File: src/rtl/cpu_pkg.sv
// rtl/cpu_pkg.sv - shared widths, parcel type and fetch FSM states
package cpu_pkg;

    localparam int          PARCEL_W      = 16;
    localparam int          FETCH_W       = 32;
    localparam logic [31:0] RESET_VEC_DEF = 32'h0000_0000;

    typedef logic [PARCEL_W-1:0] parcel_t;

    typedef enum logic [1:0] {
        ST_IDLE = 2'd0,
        ST_REQ  = 2'd1,
        ST_DROP = 2'd2
    } fetch_state_t;

endpackage

File: src/rtl/fetch_q.sv
// rtl/fetch_q.sv - QD-entry parcel FIFO with one- or two-parcel push
module fetch_q
    import cpu_pkg::*;
#(
    parameter  int QD = 4,
    localparam int PW = $clog2(QD),
    localparam int CW = PW + 1
) (
    input  logic          clk,
    input  logic          reset,
    input  logic          flush,
    input  logic          push1,
    input  logic          push2,
    input  parcel_t       din0,
    input  parcel_t       din1,
    input  logic          pop,
    output logic [CW-1:0] count,
    output parcel_t       head
);

    parcel_t         r_mem [QD];
    logic [PW-1:0]   r_wr;
    logic [PW-1:0]   r_rd;
    logic [CW-1:0]   r_count;
    logic [1:0]      w_n_push;
    logic [PW-1:0]   w_wr_nxt;

    assign w_n_push = push2 ? 2'd2 : (push1 ? 2'd1 : 2'd0);
    assign w_wr_nxt = r_wr + PW'(1);
    assign count    = r_count;
    assign head     = r_mem[r_rd];

    // Pointers wrap naturally modulo QD; fullness is tracked by the count
    always_ff @(posedge clk or posedge reset) begin
        if (reset) begin
            r_wr    <= '0;
            r_rd    <= '0;
            r_count <= '0;
        end else if (flush) begin
            r_wr    <= '0;
            r_rd    <= '0;
            r_count <= '0;
        end else begin
            r_wr    <= r_wr + PW'(w_n_push);
            r_rd    <= r_rd + PW'(pop);
            r_count <= r_count + CW'(w_n_push) - CW'(pop);
        end
    end

    // Parcel storage: din0 lands at the write pointer, din1 right after it
    always_ff @(posedge clk) begin
        if (!flush) begin
            if (push1 || push2) begin
                r_mem[r_wr] <= din0;
            end
            if (push2) begin
                r_mem[w_wr_nxt] <= din1;
            end
        end
    end

endmodule

File: src/rtl/fetch.sv
// rtl/fetch.sv - instruction fetch: word reads split into 16-bit parcels
module fetch
    import cpu_pkg::*;
#(
    parameter int            RV        = 32,
    parameter int            QD        = 4,
    parameter logic [RV-1:0] RESET_VEC = RESET_VEC_DEF[RV-1:0]
) (
    input  logic          clk,
    input  logic          reset,
    input  logic          stall,
    input  logic          redirect,
    input  logic [RV-1:0] redirect_pc,
    output logic          mem_req,
    output logic [RV-1:0] mem_addr,
    input  logic          mem_ack,
    input  logic [31:0]   mem_rdata,
    output logic [15:0]   ins,
    output logic          rdone,
    output logic [RV-1:0] ins_pc
);

    localparam int CW = $clog2(QD) + 1;

    fetch_state_t  r_state;
    logic [RV-1:0] r_fetch_pc;
    logic [RV-1:0] r_ins_pc;
    logic [RV-1:0] r_req_addr;

    logic [CW-1:0] w_count;
    parcel_t       w_head;
    parcel_t       w_din0;
    logic          w_space;
    logic          w_issue;
    logic          w_live;
    logic          w_ack_ok;
    logic          w_push1;
    logic          w_push2;
    logic [RV-1:0] w_redir_pc;
    logic [RV-1:0] w_word_addr;
    logic          w_unused_pc0;

    assign w_unused_pc0 = redirect_pc[0];
    assign w_redir_pc   = {redirect_pc[RV-1:1], 1'b0};
    assign w_word_addr  = {r_fetch_pc[RV-1:2], 2'b00};

    // Only one request is ever in flight, so nothing is reserved while idle
    assign w_space  = (CW'(QD) - w_count) >= CW'(2);
    assign w_issue  = (r_state == ST_IDLE) && !redirect && w_space && !reset;
    assign w_live   = w_issue || (r_state == ST_REQ);
    assign w_ack_ok = mem_ack && w_live && !redirect;
    assign w_push2  = w_ack_ok && !r_fetch_pc[1];
    assign w_push1  = w_ack_ok &&  r_fetch_pc[1];
    assign w_din0   = r_fetch_pc[1] ? mem_rdata[31:16] : mem_rdata[15:0];

    assign mem_req  = w_issue || (r_state == ST_REQ) || (r_state == ST_DROP);
    assign mem_addr = (r_state == ST_IDLE) ? w_word_addr : r_req_addr;

    assign rdone    = (w_count != '0) && !stall && !redirect;
    assign ins      = w_head;
    assign ins_pc   = r_ins_pc;

    fetch_q #(
        .QD (QD)
    ) u_q (
        .clk   (clk),
        .reset (reset),
        .flush (redirect),
        .push1 (w_push1),
        .push2 (w_push2),
        .din0  (w_din0),
        .din1  (mem_rdata[31:16]),
        .pop   (rdone),
        .count (w_count),
        .head  (w_head)
    );

    // Request FSM: a zero-wait ack completes in IDLE; a redirect mid-request parks in DROP
    always_ff @(posedge clk or posedge reset) begin
        if (reset) begin
            r_state    <= ST_IDLE;
            r_req_addr <= '0;
        end else begin
            case (r_state)
                ST_IDLE: begin
                    if (w_issue && !mem_ack) begin
                        r_state    <= ST_REQ;
                        r_req_addr <= w_word_addr;
                    end
                end
                ST_REQ: begin
                    if (mem_ack) begin
                        r_state <= ST_IDLE;
                    end else if (redirect) begin
                        r_state <= ST_DROP;
                    end
                end
                ST_DROP: begin
                    if (mem_ack) begin
                        r_state <= ST_IDLE;
                    end
                end
                default: r_state <= ST_IDLE;
            endcase
        end
    end

    // Fetch and delivery PCs; an odd-parcel fetch advances by 2 to realign
    always_ff @(posedge clk or posedge reset) begin
        if (reset) begin
            r_fetch_pc <= RESET_VEC;
            r_ins_pc   <= RESET_VEC;
        end else if (redirect) begin
            r_fetch_pc <= w_redir_pc;
            r_ins_pc   <= w_redir_pc;
        end else begin
            if (w_ack_ok) begin
                r_fetch_pc <= r_fetch_pc + (r_fetch_pc[1] ? RV'(2) : RV'(4));
            end
            if (rdone) begin
                r_ins_pc <= r_ins_pc + RV'(2);
            end
        end
    end

endmodule

File: config.mk
export PLATFORM = sky130hd
export DESIGN_NAME = fetch
export DESIGN_NICKNAME = d
export VERILOG_FILES = /design/src/rtl/cpu_pkg.sv /design/src/rtl/fetch_q.sv /design/src/rtl/fetch.sv
export SDC_FILE = /design/constraint.sdc
export NUM_CORES = 1
export LEC_CHECK = 0
export ABC_AREA = 1
export CAP_MARGIN = 40
export CORE_UTILIZATION = 35
export CTS_CLUSTER_DIAMETER = 80
export DETAILED_ROUTE_END_ITERATION = 10
export SYNTH_ARGS = -nofsm -noshare
export SYNTH_HDL_FRONTEND = slang
export SYNTH_HIERARCHICAL = 1
export SYNTH_SLANG_ARGS = --single-unit
File: constraint.sdc
create_clock -name clk -period 4.7 [get_ports clk]
set_input_delay 0.705 -clock clk [delete_from_list [all_inputs] [get_ports clk]]
set_output_delay 0.705 -clock clk [all_outputs]
set_load 0.02 [all_outputs]
==> results list, run 1 <==
- Yosys warnings: 6
* Antenna diode count: 0
* Met3 Track Usage GR: 3.060%
- Between clock sinks in the finished design, the worst skew comes to 0.01914 ns.
* Initial Util: 35.89%
* # IOs: 151
- Once routing completed, OpenROAD measured the worst setup slack at between 1 and 1.5 ns.
- Insertion delay to the later sink of the worst-skew pair: approximately 0.43 ns
- The worst register-to-register path has a setup slack of 1.24 ns.
* Number of enable-type register cells in the synthesized netlist: 64
* Max-slew violations: 0
* Flip-flop and latch count after synthesis: roughly 170
- Setup total negative slack: 0 ns
* Layout net count: 1592
* Avg Inst Size Synth: between 7 and 8 um2
* Hold Fails Final Rpt: 0
* Count of buffers inserted at the top-level ports: ~150
- Number of remaining DRC errors: 0
- The die is 171.7 um wide.
* Fraction of the yosys area taken by sequential cells: between 40 and 50%
- Clock-pin slew of the registers on the worst-case setup and hold paths: 0.07 ns
- Final setup violation count: 0
- For this run, the total global-route usage over all layers was measured as between 20% and 30%.
- Fraction of met1 tracks used by global routing: 26.16%
- The routed design has around 29 mm of wire.
- Final standard cell utilization of the core: between 40% and 50%
* Dominant register cell in the synthesized netlist: sky130_fd_sc_hd__dfrtp_1
- Launch point of the worst reg-to-reg path: u_q/count[1]
* Top Usage Layer GRT: met2
- Max-cap violations in this run came to 0.
- Setup slack after placement: around 0.83 ns
- For the pin with the worst max-slew slack, the measured transition is 0.8463 ns.
- Crit path from: u_q/count[1]
- Leaving out fill and tap cells, the most frequent cell in the layout is sky130_fd_sc_hd__nand2_1.
- Unrepaired setup endpoints after global routing: false
- Total CTS buffers: 17
- Part of the total power dissipated in the clock network: a little over a quarter
- Routability-driven placement finished with a final weighted congestion of 0.9055.
- Maximum fanout along the worst path: 9
- Sink Count: between 150 and 200
- Net switching is between 30 and 40% of the power.
* CTS max path bufs: 2
- Power per Cell Area: 440.1 mW/mm2
- Once detailed placement completed, the half-perimeter wirelength came to 21.70 mm.
- Total vias in the final route: ~9200
- STA classifies the critical path startpoint as a flop.
- Detailed Route Iter0 Violations: ~650
- VDD sags by at most between 0.2 and 0.3 mV.
* TritonRoute pass-1 iters: 5
* Critical Path Sink Type: primary output
- Hold buffer count at CTS: 0
- From synthesis to final layout, the design area changed by 23.66%.
- In this run, post-CTS repair resized a total of 0 instances.
- TritonCTS built the clock tree.
- Vias in the first global route: 8712
* Post-layout min period: roughly 3.5 ns
- Initial antenna violation count: 0
- WL/cell: between 15 and 20 um
- Combinational logic burns between 30% and 40% of the power.
- Classification of the worst setup path: flop to primary output
* Path type of the worst min-delay path: flop to flop
* Per-cell via count in the routed design: 4.839
* Number of standard cells after synthesis: between 1000 and 1500
- Run status: finished clean
* Worst r2r path cells: 16
* Area of the mapped netlist: 0.01008 mm2
* Commonest cells after routing, fill and taps aside: sky130_fd_sc_hd__nand2_1 (455), sky130_fd_sc_hd__inv_1 (179), sky130_fd_sc_hd__clkdlybuf4s50_1 (145), sky130_fd_sc_hd__o21ai_0 (129), sky130_fd_sc_hd__nor2_1 (117)
* CP Data Arrival Time: between 2 and 3 ns
- Fraction of layout cells with a size suffix above 1: roughly 6.4%
- The worst path uses approximately three quarters of the clock period.
* Htree depth: 4
- Summing internal, switching and leakage power gives ~0.0055 W.
* Cell chosen for the clock root: sky130_fd_sc_hd__clkbuf_16
- The first global-routing pass estimated approximately 46 mm of wire.
- Relative slew margins: a little over two fifths
* Reg-to-reg critical path endpoint: u_q/r_mem[2][12]
* Sw power: ~0.0021 W
- Grt met2 use: between 30% and 40%
- Per report_power, the sequential group accounts for 37.1% of the total.
- CORE AREA: 0.02809 mm2
- The count of nets left with antenna violations once routing finished came out at 0.
* Share of flip-flops with an asynchronous set or reset: about three fifths
- The netlist uses 40 different library cells.
- The most critical setup path has its endpoint at rdone.
* Static power due to leakage: ~5.6 nW
* Sum of overflow across all layers after global routing: 0
- Data required time at the worst endpoint: roughly 4 ns
- Vertical die dimension: 171.7 um
- Maximum number of pins on one net before global-route repair: 62
- Die ar.: 0.02948 mm2
- Number of buffers added for setup after CTS: 0
- After floorplanning, the core was divided into just over 60 placement rows.
- Peak clock frequency supported by timing: 288.3 MHz
* Cell-internal power: about 0.0034 W
==> power by group through the flow <==
stage	combinational, W	clock [W]	sequential (W)
floorplan	0.00118	0	0.00206
global placement	0.00197	0	0.00206
detailed placement	0.00203	0	0.00206
CTS	0.00204	0.00146	0.00203
global route	0.00224	0.00151	0.00207
finish	0.00202	0.00143	0.00204
==> sequential cells by signal, summed over array words and instances, names as in the netlist <==
name and cells:
ins_pc 31, r_fetch_pc 31, r_req_addr 30, r_state 2, u_q/count 3, u_q/r_mem 64
u_q/r_rd 2, u_q/r_wr 2
==> kinds of logic (layout without fill, tap and decap cells) <==
kind of cell    after synthesis  count (layout)  synth area share (%)
compound gates              246             246                 13.46
other cells                   1               3               0.03720
simple gates                694             694                 28.84
buf+inv                     239             382                 10.05
fa+ha+maj                    12              12                 1.564
xor+xnor                     22              22                 1.912
flops                       165             165                 44.14
==> cell usage after synthesis (2+ instances only) <==
master	number	area (um2)
sky130_fd_sc_hd__nand2_1	455	1708
sky130_fd_sc_hd__inv_1	180	675.7
sky130_fd_sc_hd__o21ai_0	133	665.6
sky130_fd_sc_hd__nor2_1	118	442.9
sky130_fd_sc_hd__dfrtp_1	101	2527
sky130_fd_sc_hd__edfxtp_1	64	1922
sky130_fd_sc_hd__nand3_1	58	290.3
sky130_fd_sc_hd__a21oi_1	55	275.3
sky130_fd_sc_hd__o211ai_1	30	225.2
sky130_fd_sc_hd__xor2_1	22	192.7
sky130_fd_sc_hd__clkbuf_1	20	75.07
sky130_fd_sc_hd__nand2_2	14	87.58
sky130_fd_sc_hd__nor3_1	13	65.06
sky130_fd_sc_hd__o21ai_1	13	65.06
sky130_fd_sc_hd__ha_1	11	137.6
sky130_fd_sc_hd__buf_2	10	50.05
sky130_fd_sc_hd__nand4_1	10	62.56
sky130_fd_sc_hd__nor2_4	10	112.6
sky130_fd_sc_hd__buf_6	9	101.4
sky130_fd_sc_hd__buf_1	7	26.28
sky130_fd_sc_hd__buf_4	7	52.55
sky130_fd_sc_hd__nor2_2	7	43.79
sky130_fd_sc_hd__a21boi_0	5	37.54
sky130_fd_sc_hd__inv_2	4	15.01
sky130_fd_sc_hd__nand2_4	3	33.78
sky130_fd_sc_hd__o21bai_1	3	22.52
sky130_fd_sc_hd__a31oi_2	2	25.02
sky130_fd_sc_hd__nand3_2	2	20.02
sky130_fd_sc_hd__o221ai_1	2	17.52
==> critical path: stages (launching register included) <==
cell,delay [ns]
sky130_fd_sc_hd__dfrtp_1,0.38
sky130_fd_sc_hd__inv_1,0.06
sky130_fd_sc_hd__ha_1,0.17
sky130_fd_sc_hd__ha_1,0.18
sky130_fd_sc_hd__nor2_1,0.31
sky130_fd_sc_hd__inv_1,0.09
sky130_fd_sc_hd__nor2_2,0.44
sky130_fd_sc_hd__clkdlybuf4s50_1,0.71
==> metal layers <==
metal / up-vias / part of all wire [%]
li1: 4659 / -
met5: - / 0
met3: 36 / 6.0
met4: 0 / 2.2
met1: 4190 / 44
met2: 318 / 48
==> worst min-delay path by stage <==
stage	start	end	depth (start not counted)	slack, ns
floorplan	r_req_addr[10]	r_req_addr[10]	2	0.45
global placement	r_req_addr[4]	r_req_addr[4]	2	0.47
detailed placement	r_req_addr[8]	r_req_addr[8]	2	0.47
CTS	r_req_addr[5]	r_req_addr[5]	2	0.49
global route	r_req_addr[21]	r_req_addr[21]	2	0.51
finish	r_req_addr[4]	r_req_addr[4]	2	0.49
==> cell type report <==
class / count / area [um2]
Fill cell: 2824 / 15620
Multi-Input combinational cell: 977 / 4632
Sequential cell: 165 / 4449
Timing Repair Buffer: 165 / 1619
Inverter: 185 / 696.9
Tap cell: 378 / 473.0
Clock buffer: 18 / 429.2
Clock inverter: 14 / 165.2
==> per-stage QoR <==
stage / hold WS (ns) / area (um2) / std cells
after floorplan: 0.4537 / 10090 / 1381
after global placement: 0.4673 / 11840 / 1869
after detailed placement: 0.4738 / 11870 / 1870
after CTS: 0.4909 / 12460 / 1902
after global routing: 0.5076 / 12460 / 1902
final: 0.4862 / 12460 / 1902
No activity file was read; power rests on OpenSTA's default activity.
==> inputs of run 2 (changes only) <==
==> constraint.sdc (replaced) <==
create_clock -name clk -period 2.8 [get_ports clk]
set_input_delay 0.42 -clock clk [delete_from_list [all_inputs] [get_ports clk]]
set_output_delay 0.42 -clock clk [all_outputs]
set_load 0.02 [all_outputs]
==> results list, run 2 (synthesis gave the netlist of run 1 again) <==
* Run status: finished clean
- PnR Total Power: 0.009578 W (+75%)
- Of the available clock period, the critical path in the final layout requires about 95%.
- Htree depth: 4 (unchanged)
* Global-route usage over all layers: 20.83% (+0.51 points)
- The CTS sink count is 165 (unchanged).
* Total CTS buffers: 17 (unchanged)
- From synthesis to final layout, the design area changed by 27.06%.
- The library cell used most frequently in the layout, excluding fill and tap cells, is sky130_fd_sc_hd__nand2_1.
* TritonRoute pass-1 iters: 5 (unchanged)
* Worst supply voltage drop on vdd: 0.3948 mV (+50%)
- Number of remaining DRC errors: 0 (unchanged)
* # IOs: 151 (unchanged)
* Count of buffers inserted at the top-level ports: 146 (unchanged)
- Max-cap violation count: 0 (unchanged)
* Insertion delay to the later sink of the worst-skew pair: 0.44 ns (about the same)
- The worst max-slew margin expressed relative to the limit came to 65.43% (+22 points).
- Power per Cell Area: 747.8 mW/mm2 (+70%)
* Initial Util: 35.89% (unchanged)
- Hold buffer count at CTS: 0 (unchanged)
* Hold Fails Final Rpt: 0 (unchanged)
- Final weighted congestion in routability-driven placement: 0.9249 (+2.1%)
- The die area was 0.02948 mm2 (unchanged).
- Setup total negative slack: 0 ns (unchanged)
- Total vias in the final route: 9356 (+1.7%)
- The number of DRC markers in iteration 0 came to 649 (+0.46%).
- u_q/r_mem holds more flip-flops than any other register.
- Setup skew after layout: 0.01384 ns (-0.005295 ns)
* Maximum fanout along the worst path: 3 (-6)
* Commonest cells after routing, fill and taps aside: sky130_fd_sc_hd__nand2_1 (453), sky130_fd_sc_hd__inv_1 (175), sky130_fd_sc_hd__clkdlybuf4s50_1 (143), sky130_fd_sc_hd__o21ai_0 (129), sky130_fd_sc_hd__nor2_1 (115)
- The number of diodes is 0 (unchanged).
- The path class of the tightest hold or removal check is input port to async pin.
- Number of nets with antenna violations after routing: 0 (unchanged)
- WL/cell: 15.64 um (+2.5%)
* Clock tree from TritonCTS: done
* CP Data Arrival Time: 2.96 ns (+0.20 ns)
* Layout net count: 1613 (+1.3%)
- The die boundary width came to 171.7 um (unchanged).
- The worst setup path is launched from a flop.
- Sum of overflow across all layers after global routing: 0 (unchanged)
* Cell chosen for the clock root: sky130_fd_sc_hd__clkbuf_16
- Fraction of layout cells with a size suffix above 1: 8.738% (+2.3 points)
- STA classifies the critical path endpoint as a flop.
- The average via count per standard cell is 4.865 (+0.55%).
* Vias in the first global route: 9047 (+3.8%)
- Classification of the worst setup path: flop to flop
- CORE AREA: 0.02809 mm2 (unchanged)
* Peak clock frequency supported by timing: 375.5 MHz
* Initial antenna violation count: 0 (unchanged)
* Clock-pin slew of the registers on the worst-case setup and hold paths: 0.07 ns (about the same)
* CTS max path bufs: 2 (unchanged)
* Wire length after detailed routing: 30.08 mm (+3.6%)
- Maximum number of pins on one net before global-route repair: 95 (+53%)
- The final non-filler cell total came to 1923 (+1.1%).
- The sum of net half-perimeters after detailed placement is 21.65 mm (-0.23%).
* Number of flip-flops in the largest register: 64 (unchanged)
- The worst path in the final design needs a cycle of 2.663 ns, including I/O delays and setup.
* Max-slew violations: 0 (unchanged)
- The data required time at the worst endpoint came to 3.10 ns (-0.89 ns).
- Static power due to leakage: 5.792 nW (+2.9%)
* Final setup violation count: 0 (unchanged)
- The die height is 171.7 um (unchanged).
* Row count: 61 (unchanged)
* Worst-Margin Slew: 0.5132 ns (-0.3331 ns)
- Wire length of the first global-routing pass: 47.09 mm (+2.8%)
- Placed Instances: 1885 (+0.80%)
==> run 2: routing by layer <==
metal | GRT usage (%) | share of wire (%)
met3 | 3.958 | 6.0
met1 | 25.90 | 43
met5 | 0 | 0
met4 | 7.259 | 2.6
met2 | 35.89 | 48
==> run 2: final timing paths <==
check / start / to / cells past startpoint / slack (ns)
min in group clk: u_q/r_rd[1] / u_q/r_rd[1] / 1 / 0.47
worst max register to register: u_q/count[0] / u_q/count[1] / 18 / 0.14
worst min register to register: u_q/r_rd[1] / u_q/r_rd[1] / 1 / 0.47
worst min-delay path: reset / u_q/r_wr[0] / 2 / 0.38
worst max-delay path: u_q/count[0] / u_q/count[1] / 18 / 0.14
max in group asynchronous: reset / r_fetch_pc[25] / 3 / 1.85
==> run 2: final cells by class <==
| type | instances | area, um2 |
|---|---|---|
| Clock buffer | 20 | 479.2 |
| Clock inverter | 12 | 153.9 |
| Fill cell | 2827 | 15280 |
| Inverter | 185 | 700.7 |
| Multi-Input combinational cell | 977 | 4722 |
| Sequential cell | 165 | 4449 |
| Tap cell | 378 | 473.0 |
| Timing Repair Buffer | 186 | 1829 |
==> run 2: critical path, stage by stage (launching register included) <==
cell,delay [ns]
sky130_fd_sc_hd__dfrtp_1,0.37
sky130_fd_sc_hd__inv_2,0.06
sky130_fd_sc_hd__ha_4,0.16
sky130_fd_sc_hd__ha_4,0.24
sky130_fd_sc_hd__nand3_4,0.06
sky130_fd_sc_hd__nand3_2,0.07
sky130_fd_sc_hd__nand2_2,0.09
sky130_fd_sc_hd__nand2_4,0.05
sky130_fd_sc_hd__inv_4,0.06
sky130_fd_sc_hd__nand2_4,0.06
sky130_fd_sc_hd__nor2_4,0.12
sky130_fd_sc_hd__inv_2,0.05
sky130_fd_sc_hd__nand2_2,0.08
sky130_fd_sc_hd__ha_4,0.20
sky130_fd_sc_hd__inv_1,0.05
sky130_fd_sc_hd__ha_2,0.16
sky130_fd_sc_hd__inv_2,0.04
sky130_fd_sc_hd__fa_2,0.55
sky130_fd_sc_hd__nor2_1,0.04
==> run 2: per-stage QoR <==
step | hold slack (ns) | utilization, % | worst slack, ns | area [um2]
after floorplan | 0.2234 | - | -0.09835 | 10090
after global placement | 0.4620 | 42.87 | -0.1771 | 12040
after detailed placement | 0.4627 | 42.87 | -0.1544 | 12040
after CTS | 0.3721 | 45.18 | 0.008927 | 12690
after global routing | 0.4014 | 45.60 | -0.03949 | 12810
final | 0.3765 | 45.60 | 0.1370 | 12810
==> run 2: power breakdown <==
part | internal, W | switching (W)
combinational | 0.00150 | 0.00210
sequential | 0.00298 | 0.000428
clock | 0.00146 | 0.00111
==> run 2: what timing repair did <==
action,CTS,global route
endpoints found under the setup margin,3,130
gates resized for setup,4,19
endpoints found under the hold margin,0,0
pin swaps,1,7
buffers inserted,1,5
==> inputs of run 3 (changes only) <==
--- a/config.mk
+++ b/config.mk
@@ -10,6 +10,7 @@
 export CORE_UTILIZATION = 35
 export CTS_CLUSTER_DIAMETER = 80
 export DETAILED_ROUTE_END_ITERATION = 10
+export GPL_TIMING_DRIVEN = 0
 export SYNTH_ARGS = -nofsm -noshare
 export SYNTH_HDL_FRONTEND = slang
 export SYNTH_HIERARCHICAL = 1
==> results list, run 3 (synthesis gave the netlist of run 1 again) <==
* HPWL after DPL: 24.93 mm (+15%)
- The clock tree skew after final layout came to 0.01530 ns (+0.001461 ns).
- Tightest hold margin: 0.4188 ns (+0.04233 ns)
- The worst max-slew margin expressed relative to the limit came to 56.53% (-8.9 points).
- The biggest fanout along the worst timing path was 5 (+2).
* Setup total negative slack: 0 ns (unchanged)
* Initial antenna violation count: 0 (unchanged)
- Clock tree synthesis selected as its root buffer the cell sky130_fd_sc_hd__clkbuf_16.
- Hold Fails Final Rpt: 0 (unchanged)
- Final standard cell utilization of the core: 46.42% (+0.82 points)
- Fraction of layout cells with a size suffix above 1: 10.37% (+1.6 points)
* Commonest cells after routing, fill and taps aside: sky130_fd_sc_hd__nand2_1 (453), sky130_fd_sc_hd__inv_1 (173), sky130_fd_sc_hd__clkdlybuf4s50_1 (143), sky130_fd_sc_hd__o21ai_0 (128), sky130_fd_sc_hd__nor2_1 (113)
- The worst setup path is captured at a flop.
- The buffer levels on the longest clock path came to 2 (unchanged).
* Data required time at the worst endpoint: 3.13 ns (+0.03 ns)
* Maximum number of pins on one net before global-route repair: 36 (-62%)
- The number of DRC markers in iteration 0 came to 804 (+24%).
- From synthesis to final layout, the design area changed by 29.36%.
* Worst path setup slack after routing: 0.07476 ns (-0.06222 ns)
- The worst setup path is launched from a flop.
- CP Data Arrival Time: 3.05 ns (+0.09 ns)
- The clock latency at the later pin of the worst-skew pair was 0.44 ns (about the same).
* Layout net count: 1649 (+2.2%)
- Clock tree from TritonCTS: done
* Vertical die dimension: 171.7 um (unchanged)
- Hold buffer count at CTS: 0 (unchanged)
* Sum of overflow across all layers after global routing: 0 (unchanged)
* Number of remaining DRC errors: 0 (unchanged)
- Clock-pin slew of the registers on the worst-case setup and hold paths: 0.07 ns (about the same)
- The count of max-cap constraint violations was 0 (unchanged).
- WL/cell: 16.95 um (+8.4%)
* Final weighted congestion in routability-driven placement: 0.9334 (+0.92%)
* Wire length of the first global-routing pass: 51.38 mm (+9.1%)
* Share of the clock period used by the worst path: 97.33% (+2.2 points)
- Sink Count: 165 (unchanged)
- The cell area power density came to 732.3 mW/mm2 (-2.1%).
* Antenna diode count: 0 (unchanged)
- The via total after detailed routing came to 9589 (+2.5%).
- Classification of the worst setup path: flop to flop
- The via count of the first global-routing pass was 9372 (+3.6%).
- Worst-Margin Slew: 0.6507 ns (+0.1375 ns)
- Htree depth: 4 (unchanged)
* Number of nets with antenna violations after routing: 0 (unchanged)
* Row count: 61 (unchanged)
- Path type of the worst min-delay path: input port to async pin
- Wire length after detailed routing: 33.21 mm (+10%)
- # IOs: 151 (unchanged)
* Peak clock frequency supported by timing: 366.9 MHz (-2.3%)
* Initial Util: 35.89% (unchanged)
* Max-slew violations: 0 (unchanged)
- Run status: finished clean
* Count of buffers inserted at the top-level ports: 146 (unchanged)
* Final setup violation count: 0 (unchanged)
* Biggest register: u_q/r_mem
* Global-route usage over all layers: 23.28% (+2.4 points)
* Most common cell after layout, fill and taps aside: sky130_fd_sc_hd__nand2_1
* Die ar.: 0.02948 mm2 (unchanged)
* Total CTS buffers: 17 (unchanged)
* Number of flip-flops in the largest register: 64 (unchanged)
- Setup slack after placement: -0.8186 ns (-0.6643 ns)
* Horizontal die dimension: 171.7 um (unchanged)
* Worst supply voltage drop on vdd: 0.3364 mV (-15%)
- The post-route total power was 0.009549 W (-0.31%).
- Per-cell via count in the routed design: 4.895 (+0.61%)
* TritonRoute pass-1 iters: 6 (+1)
- Static power due to leakage: 5.902 nW (+1.9%)
- The standard cell core area is 0.02809 mm2 (unchanged).
* Post-layout min period: 2.725 ns (+0.06222 ns)
==> run 3: repair_timing <==
item	4_1_cts	5_1_grt
endpoints found under the setup margin	175	95
resized for setup	34	28
cloned	0	0
pin swaps	7	5
setup buffers	9	7
==> run 3: area by class of cell <==
class                   count  area (um2)
repair buffers            168        1682
clock inverters            15       163.9
fillers                  2811       15050
flip-flops and latches    165        4449
plain buffers              54       344.1
inverters                 185       711.9
well taps                 378       473.0
clock buffers              17       425.4
multi-input cells         977        4790
==> run 3: per-layer routing <==
metal  up-vias  global-route usage [%]  part of all wire [%]
met4         0                   8.502                   2.9
met2       347                   38.83                    47
met3        49                   4.602                   6.8
met1      4416                   29.72                    43
li1       4777                       -                     -
met5         -                       0                     0
==> run 3: worst paths after layout <==
kind	depth (start not counted)	start	slack [ns]	to
max	21	u_q/count[1]	0.07	u_q/count[2]
min	2	reset	0.42	u_q/count[2]
max reg2reg	21	u_q/count[1]	0.07	u_q/count[2]
min reg2reg	2	r_req_addr[9]	0.49	r_req_addr[9]
max in group asynchronous	3	reset	1.65	r_req_addr[23]
min in group clk	2	redirect	0.46	u_q/r_rd[0]
==> run 3: metrics by stage <==
stage               instance area [um2]  cells
detailed placement                12140   1911
floorplan                         10090   1381
finish                            13040   1959
CTS                               12920   1952
global placement                  12030   1905
global route                      13040   1959
==> run 3: power by group <==
part / switching (W) / leakage [nW] / internal [W]
registers: 0.000431 / 1.83 / 0.00298
clock network: 0.00118 / 0.289 / 0.00120
logic: 0.00224 / 3.78 / 0.00152
total: 0.00385 / 5.90 / 0.00570
==> run 3: worst max-delay path, stage by stage (launching register included) <==
cell and delay (ns):
sky130_fd_sc_hd__dfrtp_1 0.40, sky130_fd_sc_hd__inv_2 0.07, sky130_fd_sc_hd__ha_4 0.16, sky130_fd_sc_hd__ha_4 0.21, sky130_fd_sc_hd__nand3_4 0.09, sky130_fd_sc_hd__nand3_4 0.09, sky130_fd_sc_hd__nand2_4 0.10, sky130_fd_sc_hd__nand2_8 0.07
sky130_fd_sc_hd__inv_8 0.07, sky130_fd_sc_hd__nand2_8 0.06, sky130_fd_sc_hd__nor2_4 0.12, sky130_fd_sc_hd__inv_4 0.07, sky130_fd_sc_hd__nand2_4 0.07, sky130_fd_sc_hd__ha_4 0.19, sky130_fd_sc_hd__inv_2 0.04, sky130_fd_sc_hd__ha_2 0.17
sky130_fd_sc_hd__inv_2 0.04, sky130_fd_sc_hd__fa_2 0.32, sky130_fd_sc_hd__inv_2 0.07, sky130_fd_sc_hd__nand3_1 0.08, sky130_fd_sc_hd__nand2_1 0.07, sky130_fd_sc_hd__nor2_1 0.04
